--- src/rtl/simon_encrypt_core.sv ---
// -----------------------------------------------------------------------------
// simon_encrypt_core
//
// Iterative SIMON32/64 block encryption. The core executes one round per clock
// and expands the round keys on the fly from a sliding four-word key window.
// Only one block is processed at a time. Both sides use a valid/ready
// handshake.
//
// Ports:
//   clk         system clock; all state changes on the rising edge
//   rst         synchronous, active-high reset; discards any in-flight block
//   in_valid    plaintext and key are valid
//   in_ready    core is idle and can accept a block
//   plaintext   [31:16] = x (left word), [15:0] = y (right word)
//   key         [63:48]=k3, [47:32]=k2, [31:16]=k1, [15:0]=k0
//   out_valid   ciphertext is valid
//   out_ready   downstream accepts the ciphertext
//   ciphertext  {x, y} after ROUNDS rounds
//   busy        high while a block is in flight (RUN or DONE)
// -----------------------------------------------------------------------------
module simon_encrypt_core #(
  parameter int ROUNDS = 32,  // 32 for SIMON32/64; other values for debug only
  parameter int CW     = 5    // round counter width, 2**CW >= ROUNDS
) (
  input  logic        clk,
  input  logic        rst,
  input  logic        in_valid,
  output logic        in_ready,
  input  logic [31:0] plaintext,
  input  logic [63:0] key,
  output logic        out_valid,
  input  logic        out_ready,
  output logic [31:0] ciphertext,
  output logic        busy
);

  typedef enum logic [1:0] {
    IDLE,
    RUN,
    DONE
  } state_t;

  // z0 sequence with bit i = i-th element (bit 0 used first).
  localparam logic [31:0] Z0 = 32'hB386_A45F;

  state_t              state;
  state_t              state_next;
  logic [15:0]         x;
  logic [15:0]         y;
  logic [3:0][15:0]    kw;       // kw[0] is the key of the round being executed
  logic [CW-1:0]       rc;

  logic                last_round;
  logic [15:0]         f_x;
  logic [15:0]         x_next;
  logic [15:0]         t_rot;
  logic [15:0]         t_mix;
  logic [15:0]         knew;

  function automatic logic [15:0] rol16(input logic [15:0] v, input int n);
    return (v << n) | (v >> (16 - n));
  endfunction

  function automatic logic [15:0] ror16(input logic [15:0] v, input int n);
    return (v >> n) | (v << (16 - n));
  endfunction

  // ---------------------------------------------------------------------------
  // Round function and key expansion (pure 16-bit logic, no carries)
  // ---------------------------------------------------------------------------
  assign last_round = (rc == CW'(ROUNDS - 1));

  assign f_x    = (rol16(x, 1) & rol16(x, 8)) ^ rol16(x, 2);
  assign x_next = y ^ f_x ^ kw[0];

  // The window holds k[i..i+3]; the word computed here is k[i+4]. It is only
  // consumed from round 4 on, so the extra words produced near the end of a
  // block are simply discarded.
  assign t_rot = ror16(kw[3], 3) ^ kw[1];
  assign t_mix = t_rot ^ ror16(t_rot, 1);
  assign knew  = ~kw[0] ^ t_mix ^ {15'd0, Z0[rc]} ^ 16'h0003;

  // ---------------------------------------------------------------------------
  // FSM state register
  // ---------------------------------------------------------------------------
  // NOTE: clocked processes use non-blocking assignments so every register
  // samples the pre-edge values of the others, which the round/key update
  // below depends on (y takes the old x while x is being overwritten).
  always_ff @(posedge clk) begin
    if (rst) begin
      state <= IDLE;
    end else begin
      state <= state_next;
    end
  end

  // ---------------------------------------------------------------------------
  // FSM next state and outputs
  // ---------------------------------------------------------------------------
  // NOTE: every signal driven here gets a default first, so no path through
  // the case statement leaves one unassigned and no latch is inferred.
  always_comb begin
    state_next = state;
    in_ready   = 1'b0;
    out_valid  = 1'b0;
    busy       = 1'b0;
    unique case (state)
      IDLE: begin
        in_ready = 1'b1;
        if (in_valid) state_next = RUN;
      end
      RUN: begin
        busy = 1'b1;
        if (last_round) state_next = DONE;
      end
      DONE: begin
        busy      = 1'b1;
        out_valid = 1'b1;
        if (out_ready) state_next = IDLE;
      end
      default: state_next = IDLE;
    endcase
  end

  // ---------------------------------------------------------------------------
  // Datapath: block, key window and round counter
  // ---------------------------------------------------------------------------
  // NOTE: the data and key-window registers are cleared on reset even though
  // they are always reloaded on accept; a reset core shows an all-zero
  // ciphertext rather than remnants of a discarded block.
  always_ff @(posedge clk) begin
    if (rst) begin
      x  <= '0;
      y  <= '0;
      kw <= '0;
      rc <= '0;
    end else if (state == IDLE && in_valid) begin
      x  <= plaintext[31:16];
      y  <= plaintext[15:0];
      kw <= key;
      rc <= '0;
    end else if (state == RUN) begin
      x  <= x_next;
      y  <= x;
      kw <= {knew, kw[3], kw[2], kw[1]};
      rc <= rc + CW'(1);
    end
  end

  // Held unchanged through DONE, so back-pressure needs no extra register.
  assign ciphertext = {x, y};

endmodule

--- config.mk ---
export PLATFORM = sky130hd
export DESIGN_NAME = simon_encrypt_core
export DESIGN_NICKNAME = d
export VERILOG_FILES = /design/src/rtl/simon_encrypt_core.sv
export SDC_FILE = /design/constraint.sdc
export NUM_CORES = 1
export LEC_CHECK = 0
export BUFFER_PORTS_ARGS = -buffer_cell sky130_fd_sc_hd__clkbuf_2
export CORE_AREA = 2 2 172 90
export CTS_BUF_LIST = sky130_fd_sc_hd__clkbuf_16
export CTS_CLUSTER_DIAMETER = 30
export DETAILED_ROUTE_END_ITERATION = 6
export DIE_AREA = 0 0 174 92
export HOLD_SLACK_MARGIN = 0.03
export PLACE_DENSITY = 0.66
export SYNTH_ARGS = -nofsm -noshare
export SYNTH_HDL_FRONTEND = slang
export SYNTH_SLANG_ARGS = --single-unit
--- constraint.sdc ---
create_clock -name clk -period 4.62 [get_ports clk]
set_input_delay 1.155 -clock clk [delete_from_list [all_inputs] [get_ports clk]]
set_output_delay 1.155 -clock clk [all_outputs]
set_load 0.005 [all_outputs]
==> metrics.cfg, run 1 <==
[grt]
grt_pass1_vias = 4402
grtUsageTotal_pct = 20.0
use_met2_pct = 25.9
use_met3_pct = 4.98
grt_overflow = 0
use_met1_pct = 32.0
antenna_found_initial = 0
grt_max_degree = 88
busiest_layer = met1
grt_pass1_wl_um = 24800

[timing]
fin_skew_ps = 6.08
hold_violations = 0
setup-tns-final_ps = 0
drv_slew = 0
tightest_slew_ps = 1010
fmax_mhz = 341
finalSetupViolations = 0
slew-limit-headroom_pct = 32.5
period_share_pct = 63.4
grt_setup_unrepaired = no
min_period_ps = 2930

[power_and_ir_drop]
leakage_nw = 2.77
power_density_nw_per_um2 = 682
ir_worst_vdd_mv = 0.301
power_mw = 4.58

[run_status]
status = finished clean

[placement]
port-buffer-count = 134
gp_congestion = 0.801
place_hpwl_um = 11300

[worst_hold_path]
hold_path_depth = 2
hp-class = register to register
hold_end = state[1]
worstHoldStart = state[1]

[finish]
multi_input_area_um2 = 3380
final_nets = 838
fin_util_pct = 45.6
drive_gt1_share_pct = 21.6
fill_cells = 1492
diodes = 0
area_growth_pct = 18.0
seq_area_um2 = 2080

[critical_path]
worstPathMaxFanout = 62
cp.arrival_ps = 3220
critical_path_buf_inv_count = 1
r2r_cells = 10
critPathMaxStageDelay_ps = 450
ff2ff_setup_slack_ps = 1760
required_ps = 4910
start_kind = input port
path_cells = clkbuf_2 -> nand2_4 -> nand3_1 -> ha_1 -> mux2_2 -> a2bb2oi_1 -> a311oi_1 -> a31o_1 -> a211o_1
worstSetupPathType = input port to register
slowest_stage = nand2_4
critical_path.top_delay_family = compound AO/OA/AOI/OAI gates
reg2reg_from = state[0]
critPathCaptureType = register

[yosys]
syn-mean-instance-area_um2 = 9.09
syn_nets = 736
syn-cell-area_um2 = 5690
postSynthCellCount = 626
synth_top_area_cell = dfxtp_1
synth_seq_cells = 104
synth_warnings = 0
yosysTopAreaCellShare_pct = 36.6
synth_cell_types = 37
synthTopCellsByArea = dfxtp_1, mux2i_1, a211oi_1, xnor2_1, xor2_1
yosysSeqAreaShare_pct = 36.6

[drt]
drtAntennaViolNets = 0
drtIter0Drc = 337
via_per_inst = 5.07
drt-pass1-iter-count = 4
vias = 4751
post_drt_wl_per_cell_um = 16.8
drc = 0
wirelength_um = 15700

[clocking]
h-tree-depth = 3
cts_sinks = 104
insertion_delay_ps = 340
cts_buffer_depth = 2
root_buffer = clkbuf_16
cts-buffers-inserted = 9
post_cts.repair.setup_buffers = 0
post_cts_resized = 0
clk_pin_slew_ps = 70
hold_buffers = 0
tritoncts = done

[floorplanning]
die_x_um = 174
core_area_um2 = 14700
dieArea_um2 = 16000
pin_count = 135
start_util_pct = 38.6
die_y_um = 92
num_rows = 32

[flow_run]
maxCapViolations = 0

-- metrics by stage --
step / worst slack (ps) / cell area, µm² / hold slack [ps] / cells
6_report: 1690 / 6710 / 536 / 937
5_1_grt: 1610 / 6710 / 578 / 937
4_1_cts: 1750 / 6710 / 539 / 937
3_5_place_dp: 1390 / 6460 / 522 / 921
3_3_place_gp: 1450 / 6460 / 506 / 921
2_1_floorplan: 1630 / 5690 / 487 / 626
-- worst reg2reg max path, delay by kind of cell (launching register included) --
| family | cells | cell delay [ps] |
|---|---|---|
| compound gates | 4 | 690 |
| fa+ha+maj | 2 | 560 |
| buf+inv | 1 | 110 |
| flops | 1 | 430 |
| mux | 1 | 280 |
| simple gates | 2 | 730 |
-- cell usage in the layout (no fill, tap or decap), drive strengths merged, types with 10 or more instances in the layout --
cell | netlist | layout
ha | 10 | 10
nand3 | 11 | 11
a21oi | 20 | 20
nor2 | 97 | 97
inv | 10 | 12
clkbuf | 28 | 142
a211oi | 69 | 69
a211o | 18 | 18
xnor2 | 52 | 52
dfxtp | 104 | 104
xor2 | 44 | 44
mux2i | 81 | 81
o21ai | 12 | 12
nand2 | 35 | 35
-- logic make-up after synthesis --
family,count (synthesis),synth area share [%]
adder cells (fa/ha/maj),10,2.20
flip-flops,104,36.6
buffers and inverters,57,4.31
XOR/XNOR,99,16.3
AO/OA/AOI/OAI,125,15.7
AND/OR/NAND/NOR,149,10.5
multiplexers,82,14.5
-- power breakdown --
| part | switching (mW) | internal [mW] |
|---|---|---|
| combinational | 1.17 | 1.11 |
| clock | 0.337 | 0.356 |
| sequential | 0.399 | 1.20 |
| total | 1.91 | 2.67 |
-- Yosys cell counts, drive strengths merged --
master / n
a211o: 18
a211oi: 69
a21o: 1
a21oi: 20
a222oi: 1
a2bb2oi: 1
a311oi: 1
a31o: 2
and2: 1
and3: 1
buf: 19
clkbuf: 28
dfxtp: 104
ha: 10
inv: 10
mux2: 1
mux2i: 81
nand2: 35
nand3: 11
nand3b: 1
nand4: 1
nand4bb: 1
nor2: 97
o21ai: 12
or2: 1
xnor2: 52
xnor3: 2
xor2: 44
xor3: 1
-- flip-flops by register name, summed over array words and instances, names as in the netlist, named ones only --
name	count
state	2
x	16
y	16
kw	64
rc	5
-- layout make-up --
type                       count  share of cell area, %
clock inverter                 7                  0.466
multi-input combinational    465                   50.4
sequential                   104                   31.0
clock buffer                   9                   3.35
timing repair buffer         138                   10.4
tap                          204                   3.80
inverter                      10                  0.559
-- layer usage --
| layer | wire (µm) | up-vias |
|---|---|---|
| met5 | 0 | - |
| met4 | 97 | 0 |
| met3 | 1030 | 6 |
| met2 | 5930 | 132 |
| met1 | 8680 | 2226 |
| li1 | - | 2387 |
-- worst max-delay path by stage --
stage | startpoint | end | slack, ps | cells past startpoint
after detailed placement | in_valid | register | 1390 | 9
after floorplan | rst | register | 1630 | 10
after global routing | in_valid | register | 1610 | 9
after global placement | in_valid | register | 1450 | 9
after CTS | in_valid | register | 1750 | 9
final | in_valid | register | 1690 | 9
Note: power is estimated with default switching activity, not from simulation.
==> run 2: changes to the inputs <==
--- a/config.mk
+++ b/config.mk
@@ -12,7 +12,7 @@
 export DETAILED_ROUTE_END_ITERATION = 6
 export DIE_AREA = 0 0 174 92
 export HOLD_SLACK_MARGIN = 0.03
-export PLACE_DENSITY = 0.66
+export PLACE_DENSITY = 0.68
 export SYNTH_ARGS = -nofsm -noshare
 export SYNTH_HDL_FRONTEND = slang
 export SYNTH_SLANG_ARGS = --single-unit
==> constraint.sdc (replaced) <==
create_clock -name clk -period 2.5 [get_ports clk]
set_input_delay 0.625 -clock clk [delete_from_list [all_inputs] [get_ports clk]]
set_output_delay 0.625 -clock clk [all_outputs]
set_load 0.005 [all_outputs]
==> metrics.cfg, run 2 (synthesized netlist as in run 1, its figures left out) <==
[finish]
area_growth_pct = 19.4
final_common_cell = clkbuf_2
largest_register = kw
largest_reg_flops = 64  ; unchanged
drive_gt1_share_pct = 22.6  ; +1.0 points
final_cell_mix = clkbuf_2, dfxtp_1, nor2_1
final_nets = 842  ; +0.48%
top_regs = kw x64, x x16, y x16
diodes = 0  ; unchanged
final_cells = 940  ; +0.32%

[grt]
grt_max_degree = 131  ; +49%
grt_overflow = 0  ; unchanged
grt_pass1_wl_um = 24600  ; -0.83%
antenna_found_initial = 0  ; unchanged
grt_pass1_vias = 4375  ; -0.61%
grtUsageTotal_pct = 19.9  ; -0.080 points

[critical_path]
slowest_stage = dfxtp_2
ff2ff_setup_slack_ps = 190  ; -1570 ps
worstSetupPathType = register to register
cp_common_cell = ha_1
critPathCaptureType = register
r2r_cells = 10  ; unchanged
critPathMaxStageDelay_ps = 380  ; -70 ps
start_kind = register
worstPathMaxFanout = 4  ; -94%
cp.arrival_ps = 2530  ; -690 ps
required_ps = 2730  ; -2180 ps
path_cells = inv_1 -> ha_1 -> a21o_1 -> nor2_2 -> ha_1 -> mux2_2 -> a2bb2oi_1 -> a311oi_2 -> a31o_1 -> a211o_1
critPathLaunch = state[0]
reg2reg_from = state[0]

[drt]
drtAntennaViolNets = 0  ; unchanged
wirelength_um = 15900  ; +1.2%
routedLengthMet1_um = 8870  ; +2.2%
drtIter0Drc = 249  ; -26%
vias = 4773  ; +0.46%
post_drt_wl_per_cell_um = 16.9  ; +0.92%
wl_met3_um = 917  ; -11%
via_per_inst = 5.08  ; +0.14%
drc = 0  ; unchanged
dr_wl_met2_um = 6050  ; +2.1%
routed.top_layer = met4
drt-pass1-iter-count = 5  ; +1

[placement]
place_hpwl_um = 11400  ; +0.91%
port-buffer-count = 134  ; unchanged
gp_congestion = 0.819  ; +2.3%
dp.cells = 925  ; +0.43%

[clocking]
h-tree-depth = 3  ; unchanged
hold_buffers = 0  ; unchanged
tritoncts = done
cts-buffers-inserted = 9  ; unchanged
insertion_delay_ps = 340  ; about the same
root_buffer = clkbuf_16
cts_buffer_depth = 2  ; unchanged
clk_pin_slew_ps = 70  ; about the same
cts_sinks = 104  ; unchanged

[timing]
tightest_slew_ps = 929  ; -83.2 ps
holdWs_ps = 502  ; -34.2 ps
min_period_ps = 2310
period_share_pct = 92.2
finalSetupViolations = 0  ; unchanged
setup-tns-final_ps = 0  ; unchanged
drv_slew = 0  ; unchanged
fmax_mhz = 434
hold_violations = 0  ; unchanged
slew-limit-headroom_pct = 38.1  ; +5.5 points
grt_setup_unrepaired = no
fin_skew_ps = 6.98  ; +0.903 ps

[floorplanning]
start_util_pct = 38.6  ; unchanged
die_x_um = 174  ; unchanged
dieArea_um2 = 16000  ; unchanged
num_rows = 32  ; unchanged
die_y_um = 92  ; unchanged
core_area_um2 = 14700  ; unchanged
pin_count = 135  ; unchanged

[power_and_ir_drop]
leakage_nw = 2.80  ; +1.0%
ir_worst_vdd_mv = 0.618  ; +100%
power_density_nw_per_um2 = 1260  ; +85%

[worst_hold_path]
hp-class = input port to register
hold_end = kw[54]
worstHoldStart = key[54]
hold_path_depth = 3  ; +1

[run_status]
status = finished clean

[flow_run]
maxCapViolations = 0  ; unchanged

-- run 2: cell types whose count changed in the layout (fill, tap and decap cells not counted), sizes merged --
cell and delta:
buf +4, inv -1
-- run 2: worst max path at each step --
| stage | endpoint | slack [ps] | cells after the start |
|---|---|---|---|
| floorplan | register | 40 | 10 |
| global placement | register | 170 | 9 |
| detailed placement | register | 90 | 9 |
| CTS | register | 100 | 10 |
| global route | register | 40 | 10 |
| finish | register | 190 | 10 |
-- run 2: per-layer routing --
| layer | vias to the layer above | track usage, % |
|---|---|---|
| li1 | 2385 | - |
| met1 | 2249 | 32.4 |
| met2 | 129 | 25.8 |
| met3 | 10 | 4.56 |
| met4 | 0 | 3.50 |
| met5 | - | 0 |
-- run 2: metrics by stage --
stage | area (µm²) | setup slack [ps] | utilization [%] | power (mW)
floorplan | 5690 | 36.7 | - | 6.14
global placement | 6530 | 167 | 44.3 | 7.23
detailed placement | 6530 | 88.3 | 44.3 | 7.29
CTS | 6780 | 102 | 46.0 | 8.58
global route | 6790 | 36.4 | 46.1 | 9.16
finish | 6790 | 194 | 46.1 | 8.57
-- run 2: timing repair --
| action | 4_1_cts | 5_1_grt |
|---|---|---|
| resized for setup | 0 | 3 |
| setup endpoints to repair | 0 | 1 |
| setup buffers | 0 | 0 |
-- run 2: power by group --
group / internal (mW) / leakage (nW) / switching (mW) / total, mW
clock network: 0.657 / 0.127 / 0.614 / 1.27
registers: 2.22 / 0.860 / 0.749 / 2.97
logic: 2.13 / 1.81 / 2.20 / 4.33
-- run 2: cell type report --
class	instances	area, µm²
Fill cell	1486	7950
Timing Repair Buffer	142	768
Multi-Input combinational cell	465	3390
Clock inverter	6	28.8
Clock buffer	9	225
Tap cell	204	255
Sequential cell	104	2080
Inverter	10	37.5
-- run 2: worst max-delay path, delay by kind of cell (launching register included) --
family / cells / cell delay [ps]
multiplexers: 1 / 160
flip-flops: 1 / 380
buffers and inverters: 1 / 90
AO/OA/AOI/OAI: 5 / 970
AND/OR/NAND/NOR: 1 / 170
adder cells (fa/ha/maj): 2 / 430
